===== config.mk =====
export PLATFORM = sky130hd
export DESIGN_NAME = bus_arbiter
export DESIGN_NICKNAME = d
export VERILOG_FILES = /design/src/rtl/bus_arbiter_pkg.sv /design/src/rtl/bus_decoder.sv /design/src/rtl/bus_arbiter.sv
export SDC_FILE = /design/constraint.sdc
export NUM_CORES = 1
export LEC_CHECK = 0
export CAP_MARGIN = 15
export CORE_AREA = 2 2 87 89
export DETAILED_ROUTE_END_ITERATION = 16
export DIE_AREA = 0 0 89 91
export GPL_TIMING_DRIVEN = 1
export PLACE_DENSITY = 0.71
export RECOVER_POWER = 25
export SYNTH_ARGS = -nofsm -noshare
export SYNTH_HDL_FRONTEND = slang
export SYNTH_HIERARCHICAL = 1
export SYNTH_SLANG_ARGS = --single-unit

===== constraint.sdc =====
create_clock -name clk -period 3.3 [get_ports clk]
set_input_delay 0.66 -clock clk [delete_from_list [all_inputs] [get_ports clk]]
set_output_delay 0.66 -clock clk [all_outputs]
set_load 0.05 [all_outputs]

===== src/rtl/bus_arbiter_pkg.sv =====
// Shared bus constants: arbiter state encoding, slave address map, M1 hold limit.
// Latency: n/a (declarations only).
// Backpressure: n/a.
package bus_arbiter_pkg;

  // Arbiter ownership states; exactly one master owns the bus at any time.
  typedef enum logic {
    M0_GRANT = 1'b0,
    M1_GRANT = 1'b1
  } arb_state_t;

  // Registered read-select encoding, laid out as {S1_sel, S0_sel}.
  typedef enum logic [1:0] {
    RD_NONE = 2'b00,
    RD_S0   = 2'b01,
    RD_S1   = 2'b10
  } rd_sel_t;

  // Slave address map: S0 at [S0_BASE, S1_BASE), S1 at [S1_BASE, UNMAPPED_BASE),
  // everything from UNMAPPED_BASE upward selects nothing.
  localparam logic [7:0] S0_BASE       = 8'h00;
  localparam logic [7:0] S1_BASE       = 8'h20;
  localparam logic [7:0] UNMAPPED_BASE = 8'h40;

  // Contended M1 cycles tolerated before M0 takes the bus back (counter value 0..15).
  localparam logic [3:0] HOLD_LIMIT = 4'd15;

endpackage


===== src/rtl/bus_decoder.sv =====
// Address decoder: maps the granted master's address to a single slave select.
// Latency: purely combinational, zero cycles.
// Backpressure: none; selects drop whenever req is low.
module bus_decoder
  import bus_arbiter_pkg::*;
(
  input  logic [7:0] address,
  input  logic       req,
  output logic       S0_sel,
  output logic       S1_sel
);

  // Offsets from each window base keep the compares unsigned and free of wrap.
  logic [7:0] s0_off;
  logic [7:0] s1_off;

  assign s0_off = address - S0_BASE;
  assign s1_off = address - S1_BASE;

  // Windows are disjoint, so at most one select can be high.
  always_comb begin
    S0_sel = req && (s0_off < (S1_BASE - S0_BASE));
    S1_sel = req && (address >= S1_BASE) && (s1_off < (UNMAPPED_BASE - S1_BASE));
  end

endmodule


===== src/rtl/bus_arbiter.sv =====
// Two-master, two-slave bus arbiter with M0 priority and bounded M1 tenure.
// Latency: grant changes one cycle after the request is sampled; read data one cycle after the access.
// Backpressure: none; a master simply keeps req high until it sees its grant.
module bus_arbiter
  import bus_arbiter_pkg::*;
(
  input  logic        clk,
  input  logic        reset_n,
  input  logic        M0_req,
  input  logic        M0_wr,
  input  logic [7:0]  M0_address,
  input  logic [31:0] M0_dout,
  input  logic        M1_req,
  input  logic        M1_wr,
  input  logic [7:0]  M1_address,
  input  logic [31:0] M1_dout,
  input  logic [31:0] S0_dout,
  input  logic [31:0] S1_dout,
  output logic        M0_grant,
  output logic        M1_grant,
  output logic        S0_sel,
  output logic        S1_sel,
  output logic [7:0]  S_address,
  output logic        S_wr,
  output logic [31:0] S_din,
  output logic [31:0] M_din
);

  arb_state_t state;
  logic [3:0] hold_cnt;
  rd_sel_t    rd_sel;
  logic       gnt_req;

  // Grants come straight off the state register, so there is no request-to-grant path.
  assign M0_grant = (state == M0_GRANT);
  assign M1_grant = (state == M1_GRANT);

  // Forward the owning master's request fields to the slave side.
  always_comb begin
    if (state == M1_GRANT) begin
      gnt_req   = M1_req;
      S_address = M1_address;
      S_wr      = M1_wr & M1_req;
      S_din     = M1_dout;
    end else begin
      gnt_req   = M0_req;
      S_address = M0_address;
      S_wr      = M0_wr & M0_req;
      S_din     = M0_dout;
    end
  end

  bus_decoder u_bus_decoder (
    .address (S_address),
    .req     (gnt_req),
    .S0_sel  (S0_sel),
    .S1_sel  (S1_sel)
  );

  // Ownership FSM: M0 keeps the bus unless idle while M1 asks; M1 yields when idle or after its hold budget.
  always_ff @(posedge clk) begin
    if (!reset_n) begin
      state    <= M0_GRANT;
      hold_cnt <= '0;
    end else begin
      case (state)
        M0_GRANT: begin
          // Counter sits at zero here so M1 always starts its tenure with a fresh budget.
          hold_cnt <= '0;
          if (!M0_req && M1_req) begin
            state <= M1_GRANT;
          end
        end
        M1_GRANT: begin
          if (!M1_req || (M0_req && (hold_cnt == HOLD_LIMIT))) begin
            state    <= M0_GRANT;
            hold_cnt <= '0;
          end else if (M0_req && (hold_cnt != HOLD_LIMIT)) begin
            hold_cnt <= hold_cnt + 4'd1;
          end
        end
      endcase
    end
  end

  // Remember which slave a read addressed so its data can be steered back next cycle.
  always_ff @(posedge clk) begin
    if (!reset_n) begin
      rd_sel <= RD_NONE;
    end else if (S_wr) begin
      rd_sel <= RD_NONE;
    end else begin
      rd_sel <= rd_sel_t'({S1_sel, S0_sel});
    end
  end

  // Return read data to both masters; writes and unmapped reads return zero.
  always_comb begin
    case (rd_sel)
      RD_S0:   M_din = S0_dout;
      RD_S1:   M_din = S1_dout;
      default: M_din = 32'h0;
    endcase
  end

endmodule


* Word-level counts from Yosys, hierarchy flattened
Cells that the tools add are included.
Storage, ports and cells: flip-flop bits (word level) 7, input bits 150, output and inout bits 77
Operators by class: add/sub/neg operators 2, magnitude comparators 3, equal/unequal tests 5, mux-type cells 11, bitwise operators 4, reduce and logical (&&, ||, !) cells 10
Operators by type and width (count):
- $pmux 32 s2 | 1
- $mux 32 | 1
- $lt 8x6->1 const B | 2
- $ge 8x6->1 const B | 1
- $mux 4 | 2
- $mux 8 | 1
- $pmux 4 s2 | 1
- $sub 8x6->8 const B | 1
- $logic_and 1x1->1 | 6
- $add 4x1->4 const B | 1
- $eq 4x4->1 const B | 1
- $mux 1 | 4
- $ne 4x4->1 const B | 1
- $ne 3x1->1 const B | 1
- $and 1x1->1 | 2
- $eq 2x1->1 const B | 1
- $eq 2x2->1 const B | 1
- $logic_not 1->1 | 2
- $not 1->1 | 2
- $pmux 1 s2 | 1
- $reduce_or 2->1 | 1
- $logic_or 1x1->1 | 1

* Logic depth before layout (Yosys ltp)
depth in word-level cells 5, mapped depth 8

* Modules after synthesis
The synthesis kept the hierarchy.
Modules (own cells, without submodules):
- bus_arbiter | instances 1, cells each 157, area each 1219.9 sq um, sequential area each 140.1 sq um
- bus_decoder | instances 1, cells each 7, area each 52.6 sq um, sequential area each 0.0 sq um

* Worst setup path before layout
No wires, ideal clock.
path type register to output, start reg state (netlist: M1_grant), end out S0_sel, arrival 2566 ps, required time 2640 ps, path slack 74 ps, stages on the path, launching flop included 5, path through dfxtp_1 > buf_4 > buf_4 > mux2_2 > nor4b_2
On the way: cells in the longest elaborated chain, start to end 3
RTL lines:
- start, declared | line bus_arbiter.sv:29 | arb_state_t state;
- start signal, assigned | line bus_arbiter.sv:63 | state <= M0_GRANT;
- start signal, assigned | line bus_arbiter.sv:71 | state <= M1_GRANT;
- start signal, assigned | line bus_arbiter.sv:76 | state <= M0_GRANT;
- $mux 8 | line bus_arbiter.sv:40 | if (state == M1_GRANT) begin
- named net S_address[5] | line bus_arbiter.sv:23 | output logic [7:0] S_address,
- $lt 8x6->1 | line bus_decoder.sv:22 | S0_sel = req && (s0_off < (S1_BASE - S0_BASE));
- $logic_and 1x1->1 | line bus_decoder.sv:22
- end, declared | line bus_arbiter.sv:21 | output logic S0_sel,
The timed path passes the listed nets, and every way through them passes these cells.

* Final worst setup path
start in M0_req, end out S0_sel
On the way: cells in the longest elaborated chain, start to end 2
RTL lines:
- start, declared | line bus_arbiter.sv:9 | input logic M0_req,
- $mux 1 | line bus_arbiter.sv:40
- named net gnt_req | line bus_arbiter.sv:32 | logic gnt_req;
- $logic_and 1x1->1 | line bus_decoder.sv:22
The timed path passes the listed nets, and every way through them passes these cells.

==> flow_metrics.tcl <==
set metrics [dict create \
    status "complete, no violations" \
    cts-root-buf "clkbuf_8" \
    synth_flop_cell "dfxtp_1" \
    drive_above_1_share 0.135 \
    synth_top_area_cell "mux2_2" \
    cts_tree "built" \
    synth_nets 318 \
    cts_resized 0 \
    fin_crit_sh 0.883 \
    antenna_cells 0 \
    regToRegSetupSlack_ps 1430 \
    post-cts-setup-buffer-count 0 \
    worstHoldStart "hold_cnt[3]$_SDFFE_PN0P_" \
    dp_cells 479 \
    port_buffers 226 \
    yosysUniqueCellTypes 22 \
    p_sw_w 0.000271 \
    crit_type "in -> out" \
    core_um2 7140 \
    end_kind "output port" \
    synth.avg_cell_area_um2 7.76 \
    min_delay_path_depth 2 \
    start_kind "input port" \
    r2r-end "rd_sel[1]$_SDFF_PP0_" \
    setup_viol 0 \
    antenna_found_initial 0 \
    p_leak_nw 1.24 \
    dieWidth_um 89 \
    hold_buffers 0 \
    grt.total_usage 0.144 \
    final_util 0.506 \
    synth_cells 164 \
    ys_seq_area_frac 0.110 \
    start_util 0.178 \
    critical_path_required_ps 2640 \
    post-route-min-period_ps 2910 \
    r2r_cells 6 \
    fillCellCount 701 \
    max_cap_violations 0 \
    synthArstFlopShare 0 \
    clock_latency_ps 230 \
    synth_top_area_frac 0.354 \
    antenna_left 0 \
    clockPowerShare 0.175 \
    whs_ps 492 \
    via_per_inst 4.41 \
    dp_hpwl_um 5560 \
    max_slew_margin 0.586 \
    grt.overflow.total 0 \
    syn-cell-area_um2 1270 \
    first_pass_iters 4 \
    grt_pass1_wl_um 9580 \
    yosys-top-cells-count "40 x mux2_2, 34 x nor2_1, 32 x a22oi_1" \
    pin_count 227 \
    min_to "hold_cnt[3]$_SDFFE_PN0P_" \
    fin_worst_skew_ps 3.49 \
    multi_input_area_um2 1030 \
    hold_class "reg -> reg" \
    reg2reg_from "M1_grant$_SDFF_PN0_" \
    wl_per_cell_um 13.8 \
    power_density_nw_per_um2 196 \
    path_clk_slew_ps 40 \
    drt_iter0_markers 44 \
    clockBufferDepth 2 \
    synth_most_common_cell "mux2_2" \
    drt-total-wl_um 6660 \
    drc 0 \
    setup_tns_ps 0 \
    synth_seq_cells 7 \
    worst_slew_pin_slew_ps 623 \
    fin_cells 483 \
    dpl_cell_area_um2 3610 \
    cts_max_level 1 \
    rsz0062_at_grt "false" \
    grt_start_max_net_pins 33 \
    ir_drop_mv 0.106 \
    combPwrFrac 0.696 \
    die-area_um2 8100 \
    max_freq_mhz 343 \
    place_congestion 0.677 \
    via_count 2128 \
    grt_pass1_vias 2084 \
    synth_area_leaders "mux2_2 35%, a22oi_1 19%, dfxtp_1 11%" \
    p_int_w 0.000436 \
    synth_edf_count 0 \
    power_frac_seq 0.130 \
    switching_share 0.383 \
    hold_viol 0 \
    crit_arrival_ps 2250 \
    syn_to_final_growth_pct 184 \
    fin_nets 539 \
    num_rows 31 \
    cts_inserted_buffers 3 \
    cts_sinks 7 \
    ys_warn_count 6 \
    seq_area_um2 141 \
    path_max_fanout 8 \
    stdcell_area_um2 3610 \
    die_y_um 91 \
    drv_slew 0 \
]
## per-stage QoR
step | setup WS [ps] | total power [W]
after floorplan | 73.7 | 0.000320
after global placement | 480 | 0.000585
after detailed placement | 473 | 0.000588
after CTS | 395 | 0.000714
after global routing | 279 | 0.000736
final | 386 | 0.000707
## how the worst max path moves through the flow
| stage | start | to | slack, ps | cells past startpoint |
|---|---|---|---|---|
| after floorplan | M1_grant$_SDFF_PN0_ | S0_sel | 70 | 4 |
| final | M0_req | S0_sel | 390 | 5 |
| after global routing | M0_req | S0_sel | 280 | 5 |
| after detailed placement | M0_address[7] | S_address[7] | 470 | 3 |
| after CTS | M1_grant$_SDFF_PN0_ | S_din[11] | 400 | 3 |
| after global placement | M0_address[7] | S_address[7] | 480 | 3 |
## final cells by class
cell class              instances  share of cell area
clock buffers                   4              0.0125
inverters                       6             0.00624
multi-input cells             137               0.286
flip-flops and latches          7              0.0392
well taps                      99              0.0343
repair buffers                230               0.622
## power by group through the flow
stage          sequential (W)  clock, W  combinational [W]
6_report            0.0000916  0.000123           0.000492
5_1_grt             0.0000921  0.000131           0.000513
4_1_cts             0.0000918  0.000125           0.000497
3_5_place_dp        0.0000932         0           0.000495
2_1_floorplan       0.0000904         0           0.000229
3_3_place_gp        0.0000930         0           0.000492
## sequential cells by signal, indices dropped and copies added (netlist names)
name / cells
hold_cnt: 4
rd_sel: 2
M1_grant: 1
## routing by layer
layer | track usage | share of wire | vias to the layer above
met5 | 0 | 0 | -
met4 | 0.0261 | 0.0045 | 0
met3 | 0.0427 | 0.14 | 4
met2 | 0.285 | 0.51 | 138
met1 | 0.144 | 0.35 | 941
li1 | - | - | 1045
## cell families (layout without fill, tap and decap cells)
kind of cell    Yosys count  count (layout)  synth area share
flops                     7               7             0.110
mux                      40              40             0.354
buf+inv                  20             240            0.0796
compound gates           40              40             0.225
fa+ha+maj                 4               4            0.0393
simple gates             51              51             0.178
xor+xnor                  2               2            0.0138
## cells in the final DEF (no fill, tap or decap)
cell	netlist	layout
or3_1	1	1
xor2_1	2	2
inv_1	6	6
a21o_1	1	1
buf_12	0	3
clkdlybuf4s50_1	0	210
mux2_2	40	40
nand3_1	4	4
nand3b_1	1	1
nand2_1	5	5
buf_4	5	4
a22oi_1	32	32
nor2b_1	1	1
o21ai_0	1	1
ha_1	4	4
and3_1	2	2
clkbuf_1	3	13
nor4b_2	1	1
clkbuf_8	0	3
nand2b_1	2	2
dfxtp_1	7	6
dfxtp_2	0	1
a32oi_1	1	1
nor2_1	34	34
a21oi_1	5	5
dlygate4sd3_1	0	1
## worst max-delay path: stages
cell           delay (ps)
dlygate4sd3_1         680
nor2b_1               210
a21o_1                130
nor4b_2               370
buf_12                190
(Power assumes the default switching activity.)
